## src/rtl/sram_arbiter.sv

```systemverilog
// Two-port arbiter in front of an asynchronous 8-bit SRAM with a fixed-length access strobe.
// Define SRAM_ARBITER_ROUND_ROBIN_EN for round-robin arbitration; otherwise port 0 has fixed priority.
module sram_arbiter #(
  parameter int AW          = 16,
  parameter int WAIT_CYCLES = 2
) (
  input  logic          i_clk,
  input  logic          i_reset,
  input  logic          i_cs0,
  input  logic          i_we0,
  input  logic [AW-1:0] i_addr0,
  input  logic [7:0]    i_data0,
  input  logic          i_cs1,
  input  logic          i_we1,
  input  logic [AW-1:0] i_addr1,
  input  logic [7:0]    i_data1,
  output logic          o_ack0,
  output logic          o_ack1,
  output logic [7:0]    o_data,
  output logic [AW-1:0] o_sram_addr,
  output logic [7:0]    o_sram_dout,
  input  logic [7:0]    i_sram_din,
  output logic          o_sram_cs,
  output logic          o_sram_we,
  output logic          o_sram_oe,
  output logic          o_sram_dout_en,
  output logic          o_busy,
  output logic          o_grant
);

  typedef enum logic [1:0] {IDLE, SETUP, ACCESS, DONE} state_t;

  state_t        state, state_n;
  logic [3:0]    cnt, cnt_n;
  logic          lat_we, lat_we_n;
  logic [AW-1:0] addr_n;
  logic [7:0]    dout_n;
  logic [7:0]    data_n;
  logic          grant_n;
  logic          win;
  logic          active_n;

`ifdef SRAM_ARBITER_ROUND_ROBIN_EN
  logic last, last_n;
`endif

  always_comb begin
    state_n  = state;
    cnt_n    = cnt;
    lat_we_n = lat_we;
    addr_n   = o_sram_addr;
    dout_n   = o_sram_dout;
    data_n   = o_data;
    grant_n  = o_grant;
`ifdef SRAM_ARBITER_ROUND_ROBIN_EN
    last_n   = last;
    win      = (i_cs0 && i_cs1) ? ~last : i_cs1;
`else
    win      = i_cs1 && !i_cs0;
`endif
    case (state)
      IDLE: begin
        if (i_cs0 || i_cs1) begin
          state_n  = SETUP;
          grant_n  = win;
          lat_we_n = win ? i_we1   : i_we0;
          addr_n   = win ? i_addr1 : i_addr0;
          dout_n   = win ? i_data1 : i_data0;
`ifdef SRAM_ARBITER_ROUND_ROBIN_EN
          last_n   = win;
`endif
        end
      end
      SETUP: begin
        state_n = ACCESS;
        cnt_n   = 4'(WAIT_CYCLES - 1);
      end
      ACCESS: begin
        if (cnt == 4'd0) begin
          state_n = DONE;
          if (!lat_we) data_n = i_sram_din;
        end else begin
          cnt_n = cnt - 4'd1;
        end
      end
      DONE:    state_n = IDLE;
      default: state_n = IDLE;
    endcase
    active_n = (state_n == SETUP) || (state_n == ACCESS);
  end

  // Strobes are decoded from the next state so every output comes straight off a flop.
  always_ff @(posedge i_clk) begin
    if (i_reset) begin
      state          <= IDLE;
      cnt            <= '0;
      lat_we         <= 1'b0;
      o_sram_addr    <= '0;
      o_sram_dout    <= '0;
      o_data         <= '0;
      o_grant        <= 1'b0;
      o_sram_cs      <= 1'b0;
      o_sram_we      <= 1'b0;
      o_sram_oe      <= 1'b0;
      o_sram_dout_en <= 1'b0;
      o_ack0         <= 1'b0;
      o_ack1         <= 1'b0;
      o_busy         <= 1'b0;
`ifdef SRAM_ARBITER_ROUND_ROBIN_EN
      last           <= 1'b1;
`endif
    end else begin
      state          <= state_n;
      cnt            <= cnt_n;
      lat_we         <= lat_we_n;
      o_sram_addr    <= addr_n;
      o_sram_dout    <= dout_n;
      o_data         <= data_n;
      o_grant        <= grant_n;
      o_sram_cs      <= active_n;
      o_sram_we      <= (state_n == ACCESS) && lat_we_n;
      o_sram_oe      <= active_n && !lat_we_n;
      o_sram_dout_en <= active_n && lat_we_n;
      o_ack0         <= (state_n == DONE) && !grant_n;
      o_ack1         <= (state_n == DONE) && grant_n;
      o_busy         <= (state_n != IDLE);
`ifdef SRAM_ARBITER_ROUND_ROBIN_EN
      last           <= last_n;
`endif
    end
  end

endmodule

```

## config.mk

```make
export PLATFORM = sky130hd
export DESIGN_NAME = sram_arbiter
export DESIGN_NICKNAME = d
export VERILOG_FILES = /design/src/rtl/sram_arbiter.sv
export SDC_FILE = /design/constraint.sdc
export NUM_CORES = 1
export LEC_CHECK = 0
export CAP_MARGIN = 20
export CORE_ASPECT_RATIO = 1.1
export CORE_MARGIN = 3
export CORE_UTILIZATION = 43
export DETAILED_ROUTE_END_ITERATION = 8
export PLACE_DENSITY_LB_ADDON = 0.3
export SYNTH_ARGS = -nofsm -noshare
export SYNTH_HDL_FRONTEND = slang
export SYNTH_SLANG_ARGS = --single-unit
export TNS_END_PERCENT = 50
```

## constraint.sdc

```tcl
create_clock -name i_clk -period 4.83 [get_ports i_clk]
set_input_delay 1.2075 -clock i_clk [delete_from_list [all_inputs] [get_ports i_clk]]
set_output_delay 1.2075 -clock i_clk [all_outputs]
set_load 0.01 [all_outputs]
```

==> results.py, run 1 <==
metrics = {
    "power_and_ir_drop": {
        "pwr-share-clk": 0.143,
        "power_frac_seq": 0.358,
        "fin_total_pwr_uw": 1630,
        "comb_power_share": 0.499,
        "leakagePower_uw": 0.00114,
        "power_per_cell_area_nw_per_um2": 525,
        "internal_power_uw": 1030,
        "p_switching_uw": 601,
        "worst_ir_drop_vdd_mv": 0.238,
        "power.switching_fraction": 0.369,
    },
    "clock_network": {
        "total_of_hold_buffers_inserted_after_clock_tree_synthesis": 0,
        "ctsLongestPathBuffers": 2,
        "insertion_delay_ns": 0.30,
        "clock_sink_count": 47,
        "post_cts_buffers": 0,
        "post_cts.resized_instances": 0,
        "inserted_clock_buffers": 5,
        "cts.clk_slew.worst_paths_ns": 0.09,
        "cts_tree": "built",
        "clockRootBuffer": "sky130_fd_sc_hd__clkbuf_8",
        "ctsHtreeMaxLevel": 2,
    },
    "global_route": {
        "first_pass_grt_wire_length_microns": 8420,
        "grt_antenna_before_repair": 0,
        "first_global_vias": 1875,
        "groute.usage.overall": 0.188,
        "grt_max_degree": 56,
        "global_route.overflow_total": 0,
    },
    "run_status": {
        "outcome": "finished, final reports clean",
    },
    "timing": {
        "number_of_hold_violations_in_the_final_report": 0,
        "grt_setup_unrepaired": "false",
        "maxSlewViolCount": 0,
        "setup_viol": 0,
        "fmax_mhz": 349,
        "fin_worst_hold_slack_ns": 0.477,
        "finalSetupTns_ns": 0,
        "max_slew.worst_pin.slew_ns": 1.10,
        "final_critical_path_share_of_the_clock_period": 0.594,
        "clock_skew_ns": 0.00969,
        "period_needed_ns": 2.87,
        "timing.slew.headroom": 0.266,
    },
    "cells_and_area": {
        "nNetsFinal": 378,
        "post_layout_nonfiller_instances": 364,
        "post-route-util": 0.704,
        "num_antenna_cells": 0,
        "final.fill_count": 357,
        "drive_gt1_frac": 0.0516,
        "areaGrowthSynthToFinish_pct": 53.5,
    },
    "synthesis": {
        "postSynthRegisterBits": 47,
        "syn_avg_cell_area_sq_um": 9.24,
        "synth_top_cell_by_area": "sky130_fd_sc_hd__dfxtp_1",
        "number_of_nets_in_the_synthesized_netlist": 288,
        "synth_common_cells": "sky130_fd_sc_hd__dfxtp_1, sky130_fd_sc_hd__nor2_1, sky130_fd_sc_hd__a211oi_1, sky130_fd_sc_hd__o22ai_1, sky130_fd_sc_hd__nand2b_1",
        "most_numerous_cell_in_the_yosys_netlist": "sky130_fd_sc_hd__dfxtp_1",
        "synth.top_cells.by_area": "sky130_fd_sc_hd__dfxtp_1, sky130_fd_sc_hd__a211oi_1, sky130_fd_sc_hd__o22ai_1",
        "area_of_the_mapped_netlist_sq_um": 2020,
        "yosys_most_used_dff": "sky130_fd_sc_hd__dfxtp_1",
        "synth_largest_type_area_fraction": 0.465,
        "ys_seq_area_frac": 0.465,
        "synthDistinctLibCells": 37,
        "ys.warnings.count": 0,
        "synth_async_sr_flop_share": 0,
        "synth-edff-count": 0,
        "mapped_cells": 219,
    },
    "die": {
        "start_util": 0.459,
        "die_w_microns": 71.4,
        "rows": 25,
        "die_h_microns": 77.9,
        "top_level_ports": 102,
        "die-area_sq_um": 5560,
        "area_of_the_placeable_core_sq_um": 4410,
    },
    "setup_path": {
        "kind_of_critical_path": "in2reg",
        "crit_fanout": 24,
        "critPathRequiredTime_ns": 5.03,
        "worstPathCellList": "clkdlybuf4s50_1, nand2b_1, o22ai_1, a211oi_1",
        "timing.critical_path.to_type": "register",
        "critical_path.startpoint_type": "input pin",
        "slowest_delay_ns": 0.74,
        "critical_path_arrival_ns": 3.07,
        "critical_path.slowest_cell": "sky130_fd_sc_hd__nand2b_1",
    },
    "flow_run": {
        "timing.max_cap.violations": 0,
    },
    "routing": {
        "final_antenna_net_count": 0,
        "detail_route.vias_per_cell": 5.22,
        "wl_microns": 5220,
        "wl_per_cell_microns": 14.3,
        "detail_route.drc_violations": 0,
        "drt-initial-drc-count": 84,
        "via_count": 1901,
        "drt_pass1_iterations": 4,
    },
    "worst_hold_path": {
        "hold_path.class": "reg2reg",
    },
    "placement": {
        "dpl.cell_count": 356,
        "gp_congestion": 0.757,
        "dpl_hpwl_microns": 3780,
        "portBuffers": 101,
    },
}
## power by group through the flow
stage,combinational [uW],sequential [uW],clock (uW)
after global placement,803,585,0
final,813,583,233
after floorplan,429,635,0
after CTS,818,583,240
after detailed placement,813,590,0
after global routing,894,600,258
## metal layers
layer	wire length, microns	track usage	up-vias
li1	-	-	963
met1	2070	0.209	875
met2	2670	0.322	57
met3	403	0.0687	6
met4	73	0.0714	0
met5	0	0	-
## layout by cell type, fill, tap and decap left out, types with 2 or more instances in the layout
cell                              netlist  layout
sky130_fd_sc_hd__ha_1                   7       7
sky130_fd_sc_hd__and3b_1                2       2
sky130_fd_sc_hd__nor2_1                35      35
sky130_fd_sc_hd__a21oi_1                3       3
sky130_fd_sc_hd__o21ai_0                2       2
sky130_fd_sc_hd__nand2b_1              18      18
sky130_fd_sc_hd__clkdlybuf4s50_1        0     100
sky130_fd_sc_hd__inv_1                  6       6
sky130_fd_sc_hd__clkinvlp_4             0       2
sky130_fd_sc_hd__dfxtp_1               47      47
sky130_fd_sc_hd__o22ai_1               24      24
sky130_fd_sc_hd__clkbuf_8               0       5
sky130_fd_sc_hd__nor3_1                 2       2
sky130_fd_sc_hd__mux2i_1                8       8
sky130_fd_sc_hd__a211oi_1              24      24
sky130_fd_sc_hd__nor2b_1                3       3
## per-stage QoR
stage	area [sq um]	setup WS, ns
floorplan	2020	2.57
global placement	3020	1.71
detailed placement	3020	1.66
global route	3110	1.79
finish	3110	1.96
CTS	3110	1.91
## final timing paths
kind	start	to	slack [ns]	depth (start not counted)
setup / recovery	i_cs0	o_sram_dout[0]	1.96	4
setup reg to reg	state[0]	o_sram_dout[0]	2.23	5
hold reg to reg	o_data[2]	o_data[2]	0.48	2
hold / removal	o_data[2]	o_data[2]	0.48	2
## final cells by class
type                    count  area, sq um  share of cell area
well taps                  54         67.6              0.0218
inverters                   7         26.3             0.00846
clock buffers               5         68.8              0.0222
flip-flops and latches     47          941               0.303
clock inverters             3         20.0             0.00645
repair buffers            101         1010               0.324
multi-input cells         147          976               0.314
## registers in the layout, indices dropped and copies added (netlist names)
register	count
o_sram_oe	1
lat_we	1
o_data	8
o_sram_dout_en	1
o_ack1	1
o_grant	1
o_sram_dout	8
o_sram_cs	1
o_ack0	1
state	2
o_busy	1
cnt	4
o_sram_we	1
o_sram_addr	16
## logic make-up (layout without fill, tap and decap cells)
family / Yosys count / in the layout / synth area share
flops: 47 / 47 / 0.465
mux: 8 / 8 / 0.0396
simple gates: 71 / 71 / 0.190
fa+ha+maj: 7 / 7 / 0.0433
buf+inv: 25 / 116 / 0.0526
compound gates: 61 / 61 / 0.209
## critical path, delay by kind of cell
| kind | cells | cell delay (ns) |
|---|---|---|
| compound gates | 2 | 0.50 |
| simple gates | 1 | 0.74 |
| buf+inv | 1 | 0.60 |
Power figures use the tool's default switching activity.
==> run 2, diff against run 1 <==
CORE_UTILIZATION = 40   (was 43)
clock period = 2.73 ns   (was 4.83 ns; I/O delays follow)
==> results.py, run 2 (synthesized netlist as in run 1, its figures left out) <==
metrics = {
    "run_status": {
        "outcome": "finished, final reports clean",
    },
    "power_and_ir_drop": {
        "power_per_cell_area_nw_per_um2": 974,
        "worst_ir_drop_vdd_mv": 0.431,
        "leakagePower_uw": 0.00119,
    },
    "clock_network": {
        "post_cts_buffers": 0,
        "clock_sink_count": 47,
        "cts_tree": "built",
        "clockRootBuffer": "sky130_fd_sc_hd__clkbuf_8",
        "insertion_delay_ns": 0.30,
        "ctsLongestPathBuffers": 2,
        "post_cts.resized_instances": 0,
        "total_of_hold_buffers_inserted_after_clock_tree_synthesis": 0,
        "ctsHtreeMaxLevel": 2,
        "cts.clk_slew.worst_paths_ns": 0.09,
        "inserted_clock_buffers": 5,
    },
    "timing": {
        "maxSlewViolCount": 0,
        "period_needed_ns": 2.14,
        "timing.slew.headroom": 0.570,
        "fmax_mhz": 468,
        "final_critical_path_setup_slack_ns": 0.593,
        "max_slew.worst_pin.slew_ns": 0.644,
        "setup_viol": 0,
        "grt_setup_unrepaired": "false",
        "finalSetupTns_ns": 0,
        "clock_skew_ns": 0.00491,
        "fin_worst_hold_slack_ns": 0.476,
        "final_critical_path_share_of_the_clock_period": 0.783,
        "number_of_hold_violations_in_the_final_report": 0,
    },
    "setup_path": {
        "timing.critical_path.to_type": "register",
        "crit_fanout": 5,
        "cell_seen_most_often_among_critical_path_stages": "sky130_fd_sc_hd__ha_1",
        "critical_path_arrival_ns": 2.34,
        "worstReg2RegEnd": "o_sram_oe",
        "slowest_delay_ns": 0.42,
        "critical_path.startpoint_type": "register",
        "worstPathCellList": "inv_1, ha_1, or3b_4, a221o_1, inv_2, ha_1, nor2b_1, and2_1",
        "critical_path.slowest_cell": "sky130_fd_sc_hd__or3b_4",
        "kind_of_critical_path": "reg2reg",
        "critPathRequiredTime_ns": 2.93,
        "regToRegStartpoint": "cnt[0]",
        "reg2reg_setup_slack_ns": 0.59,
        "cp_top_family": "simple AND/OR/NAND/NOR gates",
        "path_buf_inv": 2,
        "rr_worst_depth": 8,
    },
    "placement": {
        "gp_congestion": 0.780,
        "dpl.cell_count": 364,
        "portBuffers": 101,
        "setup_slack_after_placement_ns": 0.291,
        "dpl_hpwl_microns": 3820,
    },
    "routing": {
        "detail_route.vias_per_cell": 5.21,
        "wl_per_cell_microns": 14.1,
        "via_count": 1938,
        "final_antenna_net_count": 0,
        "wl_microns": 5240,
        "drt_pass1_iterations": 4,
        "drt-initial-drc-count": 68,
        "detail_route.drc_violations": 0,
    },
    "die": {
        "rows": 26,
        "top_level_ports": 102,
        "start_util": 0.426,
        "area_of_the_placeable_core_sq_um": 4750,
        "die-area_sq_um": 5950,
        "die_w_microns": 73.8,
        "die_h_microns": 80.6,
    },
    "global_route": {
        "global_route.overflow_total": 0,
        "grt_max_degree": 40,
        "first_pass_grt_wire_length_microns": 8410,
        "groute.usage.overall": 0.184,
        "grt_antenna_before_repair": 0,
        "first_global_vias": 1853,
    },
    "worst_hold_path": {
        "hold-path-cell-count": 2,
        "hold_path_startpoint": "o_data[2]",
        "hold_path.class": "reg2reg",
        "worstHoldEndpoint": "o_data[2]",
    },
    "cells_and_area": {
        "layout_commonest_cell": "sky130_fd_sc_hd__clkdlybuf4s50_1",
        "drive_gt1_frac": 0.0696,
        "largest_reg_flops": 16,
        "nNetsFinal": 384,
        "areaGrowthSynthToFinish_pct": 58.2,
        "layout_top_registers": "o_sram_addr x16, o_data x8, o_sram_dout x8",
        "post_layout_nonfiller_instances": 372,
        "mostFrequentLayoutCells": "sky130_fd_sc_hd__clkdlybuf4s50_1, sky130_fd_sc_hd__dfxtp_1, sky130_fd_sc_hd__nor2_1, sky130_fd_sc_hd__o22ai_1, sky130_fd_sc_hd__a211oi_1",
        "final.fill_count": 392,
        "max_flop_register": "o_sram_addr",
        "num_antenna_cells": 0,
    },
    "flow_run": {
        "timing.max_cap.violations": 0,
    },
}
## run 2: stage by stage
step | instance area [sq um] | power [uW] | utilization
after global placement | 3060 | 2510 | 0.645
after global routing | 3200 | 3330 | 0.674
after detailed placement | 3060 | 2540 | 0.645
final | 3200 | 3120 | 0.674
after CTS | 3200 | 3140 | 0.674
after floorplan | 2020 | 1880 | -
## run 2: how the worst max path moves through the flow
stage | endpoint | slack, ns | start | cells past startpoint
final | o_sram_oe | 0.59 | cnt[0] | 8
after global routing | o_sram_oe | 0.48 | cnt[0] | 8
after CTS | o_sram_oe | 0.60 | cnt[0] | 8
after detailed placement | o_sram_oe | 0.29 | i_cs0 | 7
after global placement | o_sram_oe | 0.33 | i_cs0 | 7
after floorplan | o_sram_oe | 0.76 | cnt[0] | 8
## run 2: power by group
part	internal (uW)	switching, uW
registers	912	115
logic	755	734
clock network	365	236
## run 2: layout make-up
cell class / count / area [sq um] / share of cell area
timing repair buffer: 107 / 1050 / 0.328
multi-input combinational: 147 / 976 / 0.305
sequential: 47 / 941 / 0.294
tap: 56 / 70.1 / 0.0219
clock buffer: 5 / 68.8 / 0.0215
clock inverter: 3 / 67.6 / 0.0211
inverter: 7 / 26.3 / 0.00821
## run 2: worst register-to-register path, stage by stage, from the launching register on
cell	delay, ns
sky130_fd_sc_hd__dfxtp_1	0.34
sky130_fd_sc_hd__inv_1	0.10
sky130_fd_sc_hd__ha_1	0.18
sky130_fd_sc_hd__or3b_4	0.42
sky130_fd_sc_hd__a221o_1	0.39
sky130_fd_sc_hd__inv_2	0.09
sky130_fd_sc_hd__ha_1	0.21
sky130_fd_sc_hd__nor2b_1	0.14
sky130_fd_sc_hd__and2_1	0.16
## run 2: metal layers
metal  share of wire  track usage
met5               0            0
met4           0.012       0.0707
met3            0.11       0.0776
met2            0.47        0.292
met1            0.41        0.217
